`src/rtl/sha256_w_window_feeder.sv`:
```
// sha256_w_window_feeder: source side of a registered SHA-256 W-expander.
// Stores one 16-word message block in a circular buffer (address = t mod 16),
// issues one tap window {W[t-16],W[t-15],W[t-7],W[t-2],lane5} per cycle,
// captures the expander result one cycle later and streams W[0..LAST_T] in
// index order to the round core.
// Optional feature macro: SHA256_W_FEEDER_LANE5_EN (lane5 = W[t-1] with a
// bypass from fb_word); when undefined lane5 is tied to zero.
module sha256_w_window_feeder #(
   parameter int LAST_T = 63
) (
   input  logic         CLK,
   input  logic         RST,
   input  logic         in_valid,
   output logic         in_ready,
   input  logic [31:0]  in_word,
   input  logic         hold,
   output logic [159:0] win_out,
   output logic         exp_we,
   input  logic [31:0]  fb_word,
   output logic         wt_valid,
   output logic [31:0]  wt_out,
   output logic [5:0]   wt_index,
   output logic         busy,
   output logic         done
);

   typedef enum logic [2:0] {IDLE, LOAD, EXPAND, DRAIN, DONE} state_t;

   state_t        state, state_nx;
   logic [6:0]    t;
   logic [5:0]    t_issued;
   logic          fb_pend;
   logic [31:0]   wbuf [16];
   logic [159:0]  win_q, win_now;
   logic [31:0]   lane5;
   logic          accept, issue;
   logic [3:0]    a15, a7, a2;

   assign accept   = (state == LOAD) && in_valid;
   assign issue    = (state == EXPAND) && !hold;
   assign in_ready = (state == LOAD);
   assign exp_we   = issue;
   assign busy     = (state != IDLE);
   assign done     = (state == DONE);

   // Tap addresses: t-16 aliases t in a 16-deep ring; the rest are mod-16 offsets.
   assign a15 = t[3:0] + 4'd1;
   assign a7  = t[3:0] + 4'd9;
   assign a2  = t[3:0] + 4'd14;

`ifdef SHA256_W_FEEDER_LANE5_EN
   logic [3:0] a1;
   assign a1 = t[3:0] + 4'd15;
   // W[t-1] is still in flight from the expander when the previous cycle issued.
   assign lane5 = fb_pend ? fb_word : wbuf[a1];
`else
   assign lane5 = 32'h0;
`endif

   // W[t-2] was captured at the end of the cycle that issued t-1, so buffer
   // reads for lanes 1-4 are always current without a bypass.
   assign win_now = {wbuf[t[3:0]], wbuf[a15], wbuf[a7], wbuf[a2], lane5};
   assign win_out = issue ? win_now : win_q;

   // Next-state selection for the load / expand / drain sequence.
   always_comb begin
      state_nx = state;
      case (state)
         IDLE:    if (in_valid) state_nx = LOAD;
         LOAD:    if (accept && t == 7'd15) state_nx = EXPAND;
         EXPAND:  if (issue && t == 7'(LAST_T)) state_nx = DRAIN;
         DRAIN:   state_nx = DONE;
         DONE:    state_nx = IDLE;
         default: state_nx = IDLE;
      endcase
   end

   // Control state, schedule index and the registered W output stream.
   always_ff @(posedge CLK or posedge RST) begin
      if (RST) begin
         state    <= IDLE;
         t        <= '0;
         t_issued <= '0;
         fb_pend  <= 1'b0;
         win_q    <= '0;
         wt_valid <= 1'b0;
         wt_out   <= '0;
         wt_index <= '0;
      end else begin
         state    <= state_nx;
         wt_valid <= 1'b0;
         // A pending result is taken exactly once, even if hold freezes fb_word.
         fb_pend  <= issue;
         if (accept) begin
            wt_valid <= 1'b1;
            wt_out   <= in_word;
            wt_index <= t[5:0];
            t        <= t + 7'd1;
         end
         if (fb_pend) begin
            wt_valid <= 1'b1;
            wt_out   <= fb_word;
            wt_index <= t_issued;
         end
         if (issue) begin
            win_q    <= win_now;
            t_issued <= t[5:0];
            t        <= t + 7'd1;
         end
         if (state == DONE) t <= '0;
      end
   end

   // Schedule ring: message words while loading, expander results afterwards.
   always_ff @(posedge CLK) begin
      if (accept)
         wbuf[t[3:0]] <= in_word;
      else if (fb_pend)
         wbuf[t_issued[3:0]] <= fb_word;
   end

endmodule

```
`config.mk`:
```
export PLATFORM = sky130hd
export DESIGN_NAME = sha256_w_window_feeder
export DESIGN_NICKNAME = d
export VERILOG_FILES = /design/src/rtl/sha256_w_window_feeder.sv
export SDC_FILE = /design/constraint.sdc
export NUM_CORES = 1
export LEC_CHECK = 0
export CAP_MARGIN = 20
export CORE_ASPECT_RATIO = 1.2
export CORE_MARGIN = 1
export CORE_UTILIZATION = 50
export DETAILED_ROUTE_END_ITERATION = 12
export PLACE_DENSITY_LB_ADDON = 0.2
export SLEW_MARGIN = 25
export SYNTH_ARGS = -nofsm -noshare
export SYNTH_HDL_FRONTEND = slang
export SYNTH_SLANG_ARGS = --single-unit
```
`constraint.sdc`:
```
create_clock -name CLK -period 17.57 [get_ports CLK]
set_clock_uncertainty 0.05 [all_clocks]
set_input_delay 3.514 -clock CLK [delete_from_list [all_inputs] [get_ports CLK]]
set_output_delay 3.514 -clock CLK [all_outputs]
set_load 0.02 [all_outputs]
```
Word level (Yosys, flattened, before mapping)
Memories as Yosys holds them, arrays and structs flattened.
Cells that the tools add are included.
{ "word_totals": {"ram_bits": 512, "output_inout_bits": 203, "in_bits": 68, "wordCells": 54, "mem_count": 1, "register_bits": 216} }
{ "classes": {"reduce_logical": 11, "n_mux": 21, "eq_ne": 9, "n_addsub": 4} }
{ "memory_table": {"columns": ["name", "depth", "width", "read_ports", "rd_clocked_by_memory_dff", "wr", "line", "source"], "rows": [
  ["wbuf", 16, 32, 4, 0, 1, "33", "logic [31:0] wbuf [16];"]
]} }
{ "ops": {"columns": ["operator", "n"], "rows": [
  ["$mux W160", 1],
  ["$mux W32", 3],
  ["$reduce_or A32 Y1", 1],
  ["$mux W7", 3],
  ["$mux W6", 2],
  ["$pmux W3 S4", 1],
  ["$mux W3", 3],
  ["$add A4 B4 Y4 const B", 2],
  ["$add A7 B1 Y7 const B", 1],
  ["$eq A7 B4 Y1 const B", 1],
  ["$eq A7 B6 Y1 const B", 1],
  ["$mux W1", 7],
  ["$eq A3 B2 Y1 const B", 2],
  ["$reduce_bool A3 Y1", 2],
  ["$add A4 B1 Y4 const B", 1],
  ["$logic_and A1 B1 Y1", 4],
  ["$mux W4", 1],
  ["$ne A2 B1 Y1 const B", 2],
  ["$eq A3 B1 Y1 const B", 1],
  ["$eq A3 B3 Y1 const B", 1],
  ["$logic_not A3 Y1", 1],
  ["$reduce_and A3 Y1", 1],
  ["$ne A2 B2 Y1 const B", 1],
  ["$reduce_bool A2 Y1", 1],
  ["$logic_not A1 Y1", 1]
]} }

Logic depth before layout (Yosys ltp)
Gate-level depths: netlist of run 1.
{ "logic_depth": {"ltp_word": 6, "ltp_mapped": 12, "depth_no_buf": 6} }

Worst setup path after synthesis of run 1
OpenSTA, ideal clock, no wires.
{ "synth_timing": {"path_kind": "input-to-output", "from": "in hold", "to": "out win_out[40]", "t_required_ns": 14.006, "n_path_buf": 2, "arrival_ns": 5.215, "cell_stages": 5, "slack_ns": 8.791, "path_cell_list": "nand2b_1 > or3_1 > buf_2 > clkbuf_1 > o311ai_0"} }
{ "synth_via": {"elab_chain_cells": 3} }
{ "synth_rtl": {"columns": ["item", "line", "source"], "rows": [
  ["start: declaration", "16", "input logic hold,"],
  ["$logic_not A1 Y1", "40", "assign issue = (state == EXPAND) && !hold;"],
  ["$logic_and A1 B1 Y1", "40", null],
  ["$mux W160", null, null],
  ["end: declaration", "17", "output logic [159:0] win_out,"]
]} }
No other way between the ends.

Worst setup path in the final report of run 1
{ "layout_timing": {"from": "in hold", "to": "out win_out[112]"} }
Same word-level chain as after synthesis.

==> results of run 1 <==
[where the power goes]
part	internal, mW	leakage [nW]	switching [mW]	total (mW)
registers	2.14	7.42	0.203	2.34
clock network	0.973	1.24	0.684	1.66
logic	1.83	6.96	2.51	4.33
[cell families after synthesis]
group | Yosys count | synth area share
AOI/OAI and AO/OA | 228 | 0.0460
adders and majority gates | 3 | 0.00101
DFF | 728 | 0.562
buffers and inverters | 237 | 0.0311
xor gates and xnor gates | 9 | 0.00213
and+or+nand+nor | 579 | 0.0769
muxes | 712 | 0.281
[routing by layer]
| layer | GRT usage | wire length [um] |
|---|---|---|
| met5 | 0 | 0 |
| met4 | 0.102 | 3510 |
| met3 | 0.0380 | 6560 |
| met2 | 0.500 | 55000 |
| met1 | 0.360 | 41500 |
[registers in the layout, indices dropped and copies added (netlist names)]
register / count
wbuf: 512
t_issued: 6
wt_valid: 1
wt_index: 6
fb_pend: 1
t: 7
wt_out: 32
win_q: 160
state: 3
[area by class of cell]
| type | instances | area, um^2 |
|---|---|---|
| clock buffer | 102 | 2160 |
| clock inverter | 40 | 422 |
| fill | 5475 | 29800 |
| inverter | 8 | 45.0 |
| multi-input combinational | 1531 | 15300 |
| sequential | 728 | 20800 |
| tap | 935 | 1170 |
| timing repair buffer | 319 | 3090 |
[cells in the final DEF, fill, tap and decap left out, drive strengths merged, types with 5 or more instances in the layout]
| cell | netlist | routed |
|---|---|---|
| buf | 137 | 49 |
| a211oi | 5 | 5 |
| nor2b | 33 | 33 |
| edfxtp | 512 | 512 |
| mux4 | 256 | 256 |
| clkinvlp | 0 | 8 |
| xnor2 | 7 | 7 |
| clkbuf | 92 | 102 |
| mux2i | 392 | 392 |
| dfrtp | 216 | 216 |
| o221ai | 64 | 64 |
| clkinv | 0 | 19 |
| nand3 | 258 | 258 |
| nand2 | 173 | 173 |
| a2bb2oi | 30 | 30 |
| o21ai | 72 | 72 |
| clkdlybuf4s50 | 0 | 270 |
| o31ai | 7 | 7 |
| a22oi | 6 | 6 |
| nand4 | 64 | 64 |
| inv | 8 | 14 |
| mux2 | 64 | 64 |
| nor2 | 26 | 26 |
| bufinv | 0 | 7 |
| o311ai | 24 | 24 |
[path summary, 6_finish.rpt]
check                           cells after the start  slack [ns]                     end
worst max-delay path                                7        6.66            win_out[112]
worst min-delay path                                2        0.43  wt_out[12]$_DFFE_PP0P_
worst max register to register                      8       12.17    win_q[111]$_DFF_PP0_
worst min register to register                      2        0.43  wt_out[12]$_DFFE_PP0P_
max in group asynchronous                           3       12.59    win_q[142]$_DFF_PP0_
min in group asynchronous                           2        3.35     win_q[20]$_DFF_PP0_
[worst max-delay path: stages]
cell and delay, ns:
clkdlybuf4s50_1 0.42, nand2b_1 0.17, or3_4 0.51, inv_2 0.71, nand2_4 0.72, o221ai_1 0.50
clkdlybuf4s50_1 0.71
[per-stage QoR]
stage	util	setup slack, ns
after floorplan	-	8.10
final	0.590	6.66
after CTS	0.590	6.56
after detailed placement	0.554	6.57
after global placement	0.554	6.64
after global routing	0.590	6.40
==> key figures, run 1 <==
Critical path
  • Max FO, Critical Path: 64
  • CP Class: in -> out
  • Crit path DAT: 7.35 ns
  • Required time of the critical path: 14.01 ns
  • Crit. End Element: output pin
  • Launch point of the worst path: hold
  • Reg2reg start: t[1]$_DFFE_PP0P_
  • CP startpoint kind: input pin

Logic synthesis
  • Most instantiated cells after synthesis: edfxtp_1, mux2i_1, nand3_1
  • Dominant cell type by area after synthesis: edfxtp_1
  • Top cells by area, synth: edfxtp_1, mux4_2, dfrtp_1
  • Yosys reg bits: 728
  • Async S/R FF share, synth: 0.297
  • Syn avg cell area: 14.8 um^2
  • Main synth FF type: edfxtp_1
  • Netlist cell types: 52
  • Post-Syn Nets: 2567
  • Sequential fraction of the synthesis area: 0.562
  • Ys Warns: 0
  • Post-synth EDFFs: 512
  • Syn Inst Count: 2496
  • Post-Syn Area: 0.0370 mm^2
  • Most common cell in the synthesized netlist: edfxtp_1
  • Yosys top cell area share: 0.415

Clock tree
  • Setup Fix Bufs, Post-CTS: 0
  • Number of H-tree levels: 3
  • Resize count post-CTS: 0
  • Clock slew at reported path FFs: 0.06 ns
  • Later-pin clock latency in the skew report: 0.64 ns
  • Clk sinks: 728
  • TritonCTS buffer count: 77
  • CTS tree: done
  • Root buf cell: clkbuf_16
  • Cts hold-fix bufs: 0
  • Max Buffers Root-to-Sink: 3

Drt
  • Antenna Nets Post-Route: 0
  • DR WL/cell: 29.1 um
  • Drt initial violations: 2440
  • First-pass DRT Iterations: 7
  • Total Wirelength: 107 mm
  • DR vias: 24400
  • Vias/cell: 6.65
  • DRC: 0

Layout
  • Finished Layout Cells: 3663
  • Area grow syn2layout: 16.2%
  • Final nets: 2736
  • # diodes: 0
  • Finished layout cell area: 0.0430 mm^2
  • Share of layout cells above drive strength 1: 0.194

Power
  • Overall Power: 8.33 mW
  • Pwr/cell area: 194 mW/mm^2
  • Maximum vdd drop: 0.311 mV
  • Pleak: 15.6 nW

GRT
  • Vias in the first global route: 25000
  • Initial antenna violation count: 1
  • First-pass GRT wire length: 159 mm
  • Aggregate global-route resource usage: 0.284
  • Largest net degree at the start of global routing: 93
  • Gr ovfl total: 0

Timing
  • Setup violators final: 0
  • Fin. max-slew vios: 0
  • Worst-Margin Slew: 1.10 ns
  • Hold Violations, Final: 0
  • Final worst-path cycle share: 0.621
  • RSZ-0062 raised after global routing: no
  • Final setup TNS: 0 ns
  • Slew HR: 0.259
  • Crit path time final: 10.91 ns
  • Hold_ws: 0.429 ns
  • Max frequency: 91.6 MHz

Floorplanning
  • Die height: 300 um
  • Die ar.: 0.0751 mm^2
  • FP Rows: 108
  • Core area: 0.0728 mm^2
  • Initial Util: 0.508
  • Die width: 250 um
  • I/O Pins: 271

Placement
  • Gp weighted congestion: 0.813
  • DP Cell Count: 3521
  • DP Area: 0.0404 mm^2
  • Post-DP HPWL: 63.4 mm
  • PortBufs: 270

Min path
  • HP Class: reg -> reg
  • Hold Startpoint: wt_out[12]$_DFFE_PP0P_

Run
  • Max-cap viol count: 0

Status
  • Status: completed
Power figures use the tool's default switching activity.
==> inputs of run 2 (changes only) <==
Clock period 17.57 ns to 10.1 ns, I/O delays scaled along.
==> run 2 against run 1 <==
  * First-iteration DRC count decreased by 11%
  * Largest cell class unchanged
  * Sequential share of layout area is 0.11 points lower
  * Highest routed layer unchanged
  * Utilization grew 0.13 points
  * Non-clock buffer count is 1 lower
  * Cell count barely moved
  * Routed wire length hardly changed
  * Largest power group unchanged
  * Final area increased by 0.22%
  * Clock power grew 76%
  * Via count is 0.30% higher
==> key figures, run 2 (same netlist as run 1, synthesis figures left out) <==
Timing
  • Post-route setup slack: 2.36 ns (-4.30 ns)
  • Max frequency: 129 MHz
  • Slew HR: 0.313 (+0.0532)
  • Final setup TNS: 0 ns (unchanged)
  • Crit path time final: 7.74 ns
  • Hold Violations, Final: 0 (unchanged)
  • Setup violators final: 0 (unchanged)
  • Hold_ws: 0.428 ns (-0.00178 ns)
  • Final worst-path cycle share: 0.766
  • RSZ-0062 raised after global routing: no
  • Worst-Margin Slew: 1.03 ns (-0.0752 ns)
  • Fin. max-slew vios: 0 (unchanged)

Critical path
  • Crit. End Element: output pin
  • Reg2Reg Depth: 6 (-2)
  • Reg2reg start: state[2]$_DFFE_PP0P_
  • CP Class: in -> out
  • Worst reg2reg path endpoint: wbuf[3][20]$_DFFE_PP_
  • Required time of the critical path: 8.03 ns (-5.98 ns)
  • Slowest-stage cell, CP: clkdlybuf4s50_1
  • CP startpoint kind: input pin
  • Crit path DAT: 5.67 ns (-1.68 ns)
  • CP Cell Sequence: clkdlybuf4s50_1, nand2b_1, or3_4, inv_2, buf_4, nand2_4, o221ai_1, clkdlybuf4s50_1
  • CP most frequent cell: clkdlybuf4s50_1
  • Setup slack, reg-to-reg: 5.82 ns (-6.35 ns)
  • Crit path largest cell delay: 0.68 ns (-0.04 ns)
  • Max FO, Critical Path: 64 (unchanged)

Drt
  • Vias/cell: 6.67 (+0.24%)
  • Antenna Nets Post-Route: 0 (unchanged)
  • Met2 wire length: 54.2 mm (-1.5%)
  • DR vias: 24400 (+0.30%)
  • Met1 WL: 41.6 mm (+0.34%)
  • Drt initial violations: 2160 (-11%)
  • First-pass DRT Iterations: 5 (-2)
  • Met3 WL post-DR: 6.57 mm (+0.14%)
  • Total Wirelength: 107 mm (about the same)
  • Top Metal Used: met4
  • DRC: 0 (unchanged)
  • DR WL/cell: 29.1 um (about the same)

Min path
  • Worst Hold End: win_q[139]$_DFF_PP0_
  • Hold Startpoint: win_q[139]$_DFF_PP0_
  • HP Class: reg -> reg
  • WHS Path Cells: 1 (-1)

Power
  • Net Switching: 5.90 mW (+74%)
  • Share of total power in combinational logic: 0.520 (about the same)
  • Reg power frac: 0.279 (-0.002)
  • Pleak: 15.7 nW (+0.32%)
  • Maximum vdd drop: 0.334 mV (+7.6%)
  • Net Sw Frac: 0.406 (-0.00133)
  • Overall Power: 14.5 mW (+74%)
  • Pwr/cell area: 337 mW/mm^2 (+74%)
  • Clock power share: 0.201 (+0.002)
  • Cell Int Power: 8.63 mW (+75%)

Placement
  • Gp weighted congestion: 0.826 (+1.6%)
  • DP Area: 0.0404 mm^2 (about the same)
  • Post-DP HPWL: 62.8 mm (-1.0%)
  • Place WS: 2.40 ns (-4.17 ns)
  • DP Cell Count: 3518 (-0.085%)
  • PortBufs: 270 (unchanged)

GRT
  • First-pass GRT wire length: 159 mm (+0.36%)
  • Vias in the first global route: 25100 (+0.32%)
  • Initial antenna violation count: 0 (-1)
  • Gr ovfl total: 0 (unchanged)
  • Aggregate global-route resource usage: 0.285 (+0.000565)
  • Largest net degree at the start of global routing: 149 (+60%)

Status
  • Status: completed

Clock tree
  • CTS tree: done
  • Number of H-tree levels: 3 (unchanged)
  • Later-pin clock latency in the skew report: 0.63 ns (about the same)
  • Clock slew at reported path FFs: 0.06 ns (about the same)
  • TritonCTS buffer count: 78 (+1.3%)
  • Setup Fix Bufs, Post-CTS: 0 (unchanged)
  • Clk sinks: 728 (unchanged)
  • Root buf cell: clkbuf_16
  • Max Buffers Root-to-Sink: 3 (unchanged)
  • Resize count post-CTS: 0 (unchanged)
  • Cts hold-fix bufs: 0 (unchanged)

Floorplanning
  • Die ar.: 0.0751 mm^2 (unchanged)
  • Core area: 0.0728 mm^2 (unchanged)
  • FP Rows: 108 (unchanged)
  • Die width: 250 um (unchanged)
  • Initial Util: 0.508 (unchanged)
  • Die height: 300 um (unchanged)
  • I/O Pins: 271 (unchanged)

Layout
  • Post-Route Utilization: 0.592 (+0.00131)
  • Commonest cells after routing, fill and taps aside: edfxtp_1, mux2i_1, clkdlybuf4s50_1, nand3_1, mux4_2
  • Final nets: 2736 (unchanged)
  • Finished Layout Cells: 3665 (+0.055%)
  • Finished layout cell area: 0.0431 mm^2 (+0.22%)
  • Area grow syn2layout: 16.4%
  • # diodes: 0 (unchanged)
  • Share of layout cells above drive strength 1: 0.196 (+0.00206)
  • Commonest non-fill, non-tap cell in the layout: edfxtp_1
  • Largest register FFs: 512 (unchanged)

Run
  • Max-cap viol count: 0 (unchanged)
[run 2: power groups by stage]
| stage | Clock [mW] | Sequential, mW | Combinational [mW] |
|---|---|---|---|
| final | 2.92 | 4.05 | 7.56 |
| after global routing | 3.06 | 4.10 | 7.94 |
| after CTS | 2.95 | 4.05 | 7.53 |
| after detailed placement | 0 | 4.10 | 7.51 |
| after global placement | 0 | 4.08 | 7.40 |
| after floorplan | 0 | 4.01 | 5.24 |
[run 2: routing by layer]
metal  vias to the layer above  GRT usage
met1                     12800      0.362
met4                         0      0.120
met5                         -          0
li1                      10400          -
met3                       228     0.0335
met2                      1087      0.494
[run 2: layout make-up]
class                           instances  area, um^2
Tap cell                              935        1170
Clock inverter                         44         472
Clock buffer                          101        2140
Multi-Input combinational cell       1531       15300
Fill cell                            5510       29700
Sequential cell                       728       20800
Inverter                                8        45.0
Timing Repair Buffer                  318        3150
[run 2: how the worst max path moves through the flow]
stage | startpoint | endpoint | cells after the start
final | hold | win_out[84] | 8
after global routing | hold | win_out[99] | 8
after CTS | hold | win_out[83] | 8
after detailed placement | hold | win_out[83] | 8
after global placement | hold | win_out[159] | 8
after floorplan | RST | fb_pend$_DFF_PP0_ | 1
[run 2: worst max-delay path: cells and delay by family]
kind / cells / cell delay (ns)
buffers and inverters: 4 / 1.76
and+or+nand+nor: 3 / 1.31
AOI/OAI and AO/OA: 1 / 0.47
